<file path="src/rtl/alu_sequencer.sv">
// Sequences a 16-bit ADD/SUB/AND/ORR/CMP through an external 8-bit ALU, low byte then high byte.
// Latency: done pulses 3 cycles after accept for a valid op, 1 cycle after accept for an invalid op.
// Backpressure: start is sampled only in IDLE; requests arriving while busy are dropped, never queued.
//
// Ports:
//   clk, rst                 clock, synchronous active-high reset
//   start, op, opa, opb      request and operands (latched on accept)
//   alu_opt/numa/numb/ci     drive to the external combinational 8-bit ALU
//   alu_s/co/zero            ALU result byte, carry/borrow out, zero flag (same cycle)
//   busy, done               in-flight indicator, one-cycle completion pulse
//   result, carry, zero, err registered outputs, held between operations

module alu_sequencer (
  input  logic        clk,
  input  logic        rst,
  input  logic        start,
  input  logic [2:0]  op,
  input  logic [15:0] opa,
  input  logic [15:0] opb,
  output logic [2:0]  alu_opt,
  output logic [7:0]  alu_numa,
  output logic [7:0]  alu_numb,
  output logic        alu_ci,
  input  logic [7:0]  alu_s,
  input  logic        alu_co,
  input  logic        alu_zero,
  output logic        busy,
  output logic        done,
  output logic [15:0] result,
  output logic        carry,
  output logic        zero,
  output logic        err
);

  localparam logic [2:0] OP_ADD = 3'd1;
  localparam logic [2:0] OP_SUB = 3'd2;
  localparam logic [2:0] OP_AND = 3'd3;
  localparam logic [2:0] OP_ORR = 3'd4;
  localparam logic [2:0] OP_CMP = 3'd5;

  typedef enum logic [1:0] {
    S_IDLE = 2'd0,
    S_LO   = 2'd1,
    S_HI   = 2'd2,
    S_FIN  = 2'd3
  } state_e;

  function automatic logic op_is_valid(input logic [2:0] o);
    return (o >= OP_ADD) && (o <= OP_CMP);
  endfunction

  // Arithmetic ops chain carry/borrow between bytes; logic ops do not.
  function automatic logic op_is_arith(input logic [2:0] o);
    return (o == OP_ADD) || (o == OP_SUB) || (o == OP_CMP);
  endfunction

  state_e      state_q, state_d;

  // Latched request
  logic [2:0]  op_q, op_d;
  logic [15:0] opa_q, opa_d;
  logic [15:0] opb_q, opb_d;

  // Per-byte ALU captures
  logic [7:0]  lo_s_q, lo_s_d;
  logic        lo_co_q, lo_co_d;
  logic        lo_z_q, lo_z_d;
  logic [7:0]  hi_s_q, hi_s_d;
  logic        hi_co_q, hi_co_d;
  logic        hi_z_q, hi_z_d;

  // Registered outputs
  logic [15:0] result_q, result_d;
  logic        carry_q, carry_d;
  logic        zero_q, zero_d;
  logic        err_q, err_d;
  logic        done_q, done_d;
  logic        busy_q, busy_d;

  // ---------------------------------------------------------------------------
  // State and datapath registers
  // ---------------------------------------------------------------------------
  always_ff @(posedge clk) begin
    if (rst) begin
      state_q  <= S_IDLE;
      op_q     <= '0;
      opa_q    <= '0;
      opb_q    <= '0;
      lo_s_q   <= '0;
      lo_co_q  <= 1'b0;
      lo_z_q   <= 1'b0;
      hi_s_q   <= '0;
      hi_co_q  <= 1'b0;
      hi_z_q   <= 1'b0;
      result_q <= '0;
      carry_q  <= 1'b0;
      zero_q   <= 1'b0;
      err_q    <= 1'b0;
      done_q   <= 1'b0;
      busy_q   <= 1'b0;
    end else begin
      state_q  <= state_d;
      op_q     <= op_d;
      opa_q    <= opa_d;
      opb_q    <= opb_d;
      lo_s_q   <= lo_s_d;
      lo_co_q  <= lo_co_d;
      lo_z_q   <= lo_z_d;
      hi_s_q   <= hi_s_d;
      hi_co_q  <= hi_co_d;
      hi_z_q   <= hi_z_d;
      result_q <= result_d;
      carry_q  <= carry_d;
      zero_q   <= zero_d;
      err_q    <= err_d;
      done_q   <= done_d;
      busy_q   <= busy_d;
    end
  end

  // ---------------------------------------------------------------------------
  // Next-state logic
  // ---------------------------------------------------------------------------
  always_comb begin
    state_d = state_q;
    case (state_q)
      S_IDLE: begin
        if (start) begin
          // Invalid ops skip the ALU entirely and just report err.
          state_d = op_is_valid(op) ? S_LO : S_FIN;
        end
      end
      S_LO:    state_d = S_HI;
      S_HI:    state_d = S_FIN;
      S_FIN:   state_d = S_IDLE;
      default: state_d = S_IDLE;
    endcase
  end

  // ---------------------------------------------------------------------------
  // Datapath / registered-output next values
  // ---------------------------------------------------------------------------
  always_comb begin
    op_d     = op_q;
    opa_d    = opa_q;
    opb_d    = opb_q;
    lo_s_d   = lo_s_q;
    lo_co_d  = lo_co_q;
    lo_z_d   = lo_z_q;
    hi_s_d   = hi_s_q;
    hi_co_d  = hi_co_q;
    hi_z_d   = hi_z_q;
    result_d = result_q;
    carry_d  = carry_q;
    zero_d   = zero_q;
    err_d    = err_q;
    done_d   = 1'b0;
    // busy covers accept through the done cycle: FIN->IDLE leaves busy set
    // for exactly the cycle in which done is high.
    busy_d   = (state_q != S_IDLE) || start;

    case (state_q)
      S_IDLE: begin
        if (start) begin
          op_d  = op;
          opa_d = opa;
          opb_d = opb;
        end
      end
      S_LO: begin
        lo_s_d  = alu_s;
        lo_co_d = alu_co;
        lo_z_d  = alu_zero;
      end
      S_HI: begin
        hi_s_d  = alu_s;
        hi_co_d = alu_co;
        hi_z_d  = alu_zero;
      end
      S_FIN: begin
        done_d = 1'b1;
        if (op_is_valid(op_q)) begin
          err_d   = 1'b0;
          // Logic ops never report a carry, whatever the ALU says.
          carry_d = op_is_arith(op_q) ? hi_co_q : 1'b0;
          zero_d  = lo_z_q & hi_z_q;
          // CMP only updates flags; the previous result is preserved.
          if (op_q != OP_CMP) begin
            result_d = {hi_s_q, lo_s_q};
          end
        end else begin
          err_d = 1'b1;
        end
      end
      default: begin
        done_d = 1'b0;
      end
    endcase
  end

  // ---------------------------------------------------------------------------
  // ALU drive outputs (decoded from state)
  // ---------------------------------------------------------------------------
  always_comb begin
    alu_opt  = '0;
    alu_numa = '0;
    alu_numb = '0;
    alu_ci   = 1'b0;
    case (state_q)
      S_LO: begin
        alu_opt  = op_q;
        alu_numa = opa_q[7:0];
        alu_numb = opb_q[7:0];
        alu_ci   = 1'b0;
      end
      S_HI: begin
        alu_opt  = op_q;
        alu_numa = opa_q[15:8];
        alu_numb = opb_q[15:8];
        alu_ci   = op_is_arith(op_q) ? lo_co_q : 1'b0;
      end
      default: begin
        alu_opt  = '0;
      end
    endcase
  end

  assign busy   = busy_q;
  assign done   = done_q;
  assign result = result_q;
  assign carry  = carry_q;
  assign zero   = zero_q;
  assign err    = err_q;

endmodule

</file>
<file path="config.mk">
export PLATFORM = sky130hd
export DESIGN_NAME = alu_sequencer
export DESIGN_NICKNAME = d
export VERILOG_FILES = /design/src/rtl/alu_sequencer.sv
export SDC_FILE = /design/constraint.sdc
export NUM_CORES = 1
export LEC_CHECK = 0
export BUFFER_PORTS_ARGS = -buffer_cell sky130_fd_sc_hd__buf_2
export CORE_MARGIN = 2
export CORE_UTILIZATION = 42
export DETAILED_ROUTE_END_ITERATION = 16
export PLACE_DENSITY = 0.66
export SYNTH_ARGS = -nofsm -noshare
export SYNTH_HDL_FRONTEND = slang
export SYNTH_SLANG_ARGS = --single-unit
</file>
<file path="constraint.sdc">
create_clock -name clk -period 5.5 [get_ports clk]
set_clock_uncertainty 0.2 [all_clocks]
set_input_delay 1.375 -clock clk [delete_from_list [all_inputs] [get_ports clk]]
set_output_delay 1.375 -clock clk [all_outputs]
set_load 0.02 [all_outputs]
</file>
; Yosys cells after proc, flatten, opt, wreduce, memory -nomap -nowiden
; Index checks and enable logic that the tools add are counted.
[op_classes]
eq_ne = 8
bitwise = 1
reduce_logical = 11
mux = 11
magnitude_cmp = 4
[op_table]
columns = cell, n
row1 = 8-bit case mux with 2 select lines, 2
row2 = 2-bit case mux with 4 select lines, 1
row3 = "3-bit by 1-bit greater-or-equal comparator with 1-bit output, second input constant", 2
row4 = "3-bit <= comparator, second input constant", 2
row5 = 1-bit two-way mux, 5
row6 = "2-bit equality test, second input constant", 2
row7 = 2-bit two-way mux, 2
row8 = 2-bit AND reduction, 2
row9 = "3-bit by 1-bit equality test with 1-bit output, second input constant", 1
row10 = "3-bit by 2-bit equality test with 1-bit output, second input constant", 1
row11 = "3-bit equality test, second input constant", 1
row12 = 1-bit logical OR, 3
row13 = 3-bit two-way mux, 1
row14 = "3-bit inequality test, second input constant", 1
row15 = 3-bit AND reduction, 1
row16 = "2-bit by 1-bit equality test with 1-bit output, second input constant", 1
row17 = 1-bit logical AND, 2
row18 = 2-bit zero test, 1
row19 = "2-bit inequality test, second input constant", 1
row20 = 2-bit nonzero test, 1
row21 = 2-bit OR reduction, 1
row22 = 1-bit AND, 1
[word_totals]
regBits = 78
elab_cells = 51
out_inout_bits = 41
in_bits = 48

; Logic depth before layout (Yosys ltp)
[depth]
depth_word = 5
mapped_depth = 7
mapped_depth_nobuf = 5

; Worst setup path before layout
; No wires, ideal clock.
[synth_path]
path_type = register -> output
startpoint = reg state_q[1]
endpoint = out alu_numb[3]
path_stages_with_launch = 7
arrival_time_ns = 1.507
path_slack_ns = 2.418
path_buffers = 2
required_time_ns = 3.925
path_cell_list = dfxtp_1 > inv_1 > ha_1 > clkbuf_1 > clkbuf_1 > a22oi_1 > nor2b_1
[synth_via]
elab_chain_len = 2
elab_cells_between_ends = 3
classes_between = eq/ne (2) / mux (1)
[synth_rtl]
columns = element, line_no
row1 = from (decl), 57  ; state_e state_q, state_d;
row2 = from (signal assigned), 102  ; state_q <= state_d;
row3 = 2-bit equality test / 2-bit by 1-bit equality test with 1-bit output (equally long branches), 209  ; case (state_q)
row4 = 8-bit case mux with 2 select lines (*), 209
row5 = to (decl), 22  ; output logic [7:0] alu_numb,
; Every way passes the cells marked *; elsewhere a longest branch is shown, timed or not.

; Final worst setup path
[layout_path]
startpoint = reg state_q[1]
endpoint = out alu_numb[0]
; The elaborated chain is that of the path after synthesis.

==> results by group <==
Routing
  • DR vias/cell: around 4.8
  • Detail Route Antenna Nets: 0
  • DRT iter0 DRCs: 123
  • WL met3: between 300 and 400 um
  • Detailed-route wire length: between 7 and 8 mm
  • Vias post-DR: 2681
  • WL/cell: 12.9 um
  • Top sig layer: met4
  • 1st-pass router iterations: 4
  • DRC: 0
  • Met2 routed WL: roughly 3.3 mm
  • M1 WL: approximately 3.5 mm

Setup path
  • CP Launch Type: register
  • Crit path max fanout: 16
  • Critical-path cell list: inv_1 > ha_1 > buf_4 > a22oi_1 > nor2b_1 > buf_2
  • Kind of critical path: reg2out
  • Crit-path slowest cell: ha_1
  • Max incr delay on CP: just under 600 ps
  • Worst Path Arrival: between 2000 and 2500 ps
  • CP required: 3920 ps
  • Crit end category: output port

Timing
  • Setup-failing EPs final: 0
  • RSZ-0062 raised after global routing: false
  • Final Max Slew Viols: 0
  • Final Hold Vio Count: 0
  • Fin crit period: between 3000 and 4000 ps
  • Hold Slack: about 250 ps
  • Slew at the pin closest to its max-slew limit: ~1100 ps
  • FMAX: 0.267 GHz
  • Post-route clock period utilization: slightly below 70%
  • Post-route setup TNS: 0 ps
  • Worst slew margin: 24.1%

Final layout
  • FILL cells: 716
  • Fraction of layout cells with a size suffix above 1: about a quarter
  • Area Overhead vs Synth: 19.9%
  • Final layout net count: 503
  • Final Cell Area: slightly below 0.004 mm2
  • Diode count: 0
  • Final core utilization: a little over half
  • Commonest non-fill, non-tap cells in the layout: nand2_1, buf_2, dfxtp_1, mux2i_1, a21oi_1
  • Commonest non-fill, non-tap cell in the layout: nand2_1

Floorplan
  • Die area: between 0.008 and 0.009 mm2
  • Site Rows: 31
  • IO Pins: 89
  • Starting density of the core: 44.0%
  • Die extent in x: 91.6 um
  • Core Area: approximately 0.0073 mm2
  • Die Y: 91.6 um

Placement
  • DP HPWL: ~4.8 mm
  • IO buf count: between 80 and 90
  • RePlAce Congestion: about 0.86
  • Dpl cell area: roughly 0.0037 mm2

Clock network
  • Clk buf depth: 2
  • Cts repair resizes: 0
  • Clock latency on the worst-skew pair: ~350 ps
  • Worst-path clk slew: approximately 80 ps
  • Cts hold-fix bufs: 0
  • CTS tree: done
  • Setup bufs post-CTS: 0
  • H-tree Lvls: 3
  • Root buf cell: clkbuf_8
  • CTS buffer count: 9
  • Clock Sinks: between 70 and 80

Synth
  • Synth Net Count: 429
  • Ys async rst share: 0%
  • EDFF count, synth: 0
  • Avg Cell Area, Syn: 8.58 um2
  • Synth warn: 0
  • Post-synthesis sequential area ratio: 48.4%
  • Dominant cell type by area after synthesis: dfxtp_1
  • Cells after synthesis: 376
  • Top-area cell type share of the netlist area: about half
  • Ranking of synthesized cells by area: dfxtp_1, nand2_1, mux2i_1
  • #FFs+latches synth: 78
  • Post-synthesis cell area: around 0.0032 mm2
  • Synth cell types: 32
  • Ys flop type: dfxtp_1

Hold path
  • Worst hold path class: reg2reg

Global route
  • Pin count of the biggest net entering global routing: 63
  • Gr usage total: between 10% and 20%
  • Initial antenna violation count: 0
  • First-pass GRT wire length: 11.8 mm
  • Number of global-route vias before repair: around 2600
  • Total grt overflow: 0

Job
  • Max-cap violations: 0

Pwr
  • Pwr dens: 425 mW/mm2
  • Pleak: 1.59 nW
  • Worst VDD drop: around 0.00017 V

Status
  • Outcome: completed
-- kinds of logic (layout without fill, tap and decap cells) --
kind of cell	after synthesis	in the layout	synth area share (%)
and+or+nand+nor	162	162	21.7
adders and majority gates	5	5	1.94
AOI/OAI and AO/OA	62	62	11.4
muxes	37	37	11.5
DFF	78	78	48.4
buffers and inverters	32	111	5.04
-- path summary, 6_finish.rpt --
path	from	endpoint	slack [ps]	depth (start not counted)
max	state_q[1]$_SDFFE_PP0P_	alu_numb[0]	1750	6
min	result[8]$_SDFFE_PP0P_	result[8]$_SDFFE_PP0P_	250	2
max reg2reg	state_q[1]$_SDFFE_PP0P_	opb_q[4]$_SDFFE_PP0P_	3300	5
min reg2reg	result[8]$_SDFFE_PP0P_	result[8]$_SDFFE_PP0P_	250	2
-- per-stage QoR --
step | instances | total power [mW] | setup WS (ps)
after floorplan | 376 | 1.10 | 2420
after global placement | 538 | 1.21 | 2200
after detailed placement | 538 | 1.22 | 2130
after CTS | 554 | 1.65 | 1730
after global routing | 554 | 1.75 | 1640
final | 554 | 1.64 | 1750
-- critical path: cells and delay by family (launching register included) --
kind                     cells  cell delay [ps]
AO/OA/AOI/OAI                1              110
adder cells (fa/ha/maj)      1              580
buffers and inverters        3              640
flip-flops                   1              340
AND/OR/NAND/NOR              1              130
-- registers in the layout, summed over array words and instances (netlist names) --
| signal | flops |
|---|---|
| hi_z_q | 1 |
| result | 16 |
| zero | 1 |
| lo_z_q | 1 |
| busy | 1 |
| state_q | 2 |
| opb_q | 16 |
| done | 1 |
| carry | 1 |
| lo_s_q | 8 |
| hi_co_q | 1 |
| op_q | 3 |
| opa_q | 16 |
| lo_co_q | 1 |
| err | 1 |
| hi_s_q | 8 |
-- power breakdown --
group          switching [mW]  leakage (nW)  internal, mW  total, mW
combinational           0.304         0.858         0.197      0.501
clock                   0.226        0.0929         0.214      0.440
sequential             0.0520         0.636         0.651      0.703
total                   0.582          1.59          1.06       1.64
-- cells in the mapped netlist, types with 2 or more instances --
library cell  number
nand2_1          106
dfxtp_1           78
a21oi_1           37
mux2i_1           37
nor2_1            26
clkbuf_1          17
nor2b_1           17
a22oi_1           16
buf_2              6
and2_1             5
ha_1               5
inv_1              3
a211oi_1           2
buf_6              2
nor3_1             2
-- routing by layer --
layer / up-vias / GRT usage [%]
met3: 7 / 5.18
li1: 1393 / -
met5: - / 0
met1: 1227 / 22.6
met4: 0 / 5.68
met2: 54 / 27.6
-- final cells by class --
type	instances	area (um2)	share of cell area [%]
Timing Repair Buffer	91	463	12.0
Sequential cell	78	1560	40.4
Inverter	4	15.0	0.388
Clock buffer	9	124	3.20
Tap cell	99	124	3.20
Clock inverter	7	78.8	2.04
Multi-Input combinational cell	266	1500	38.8
(Power assumes the default switching activity.)
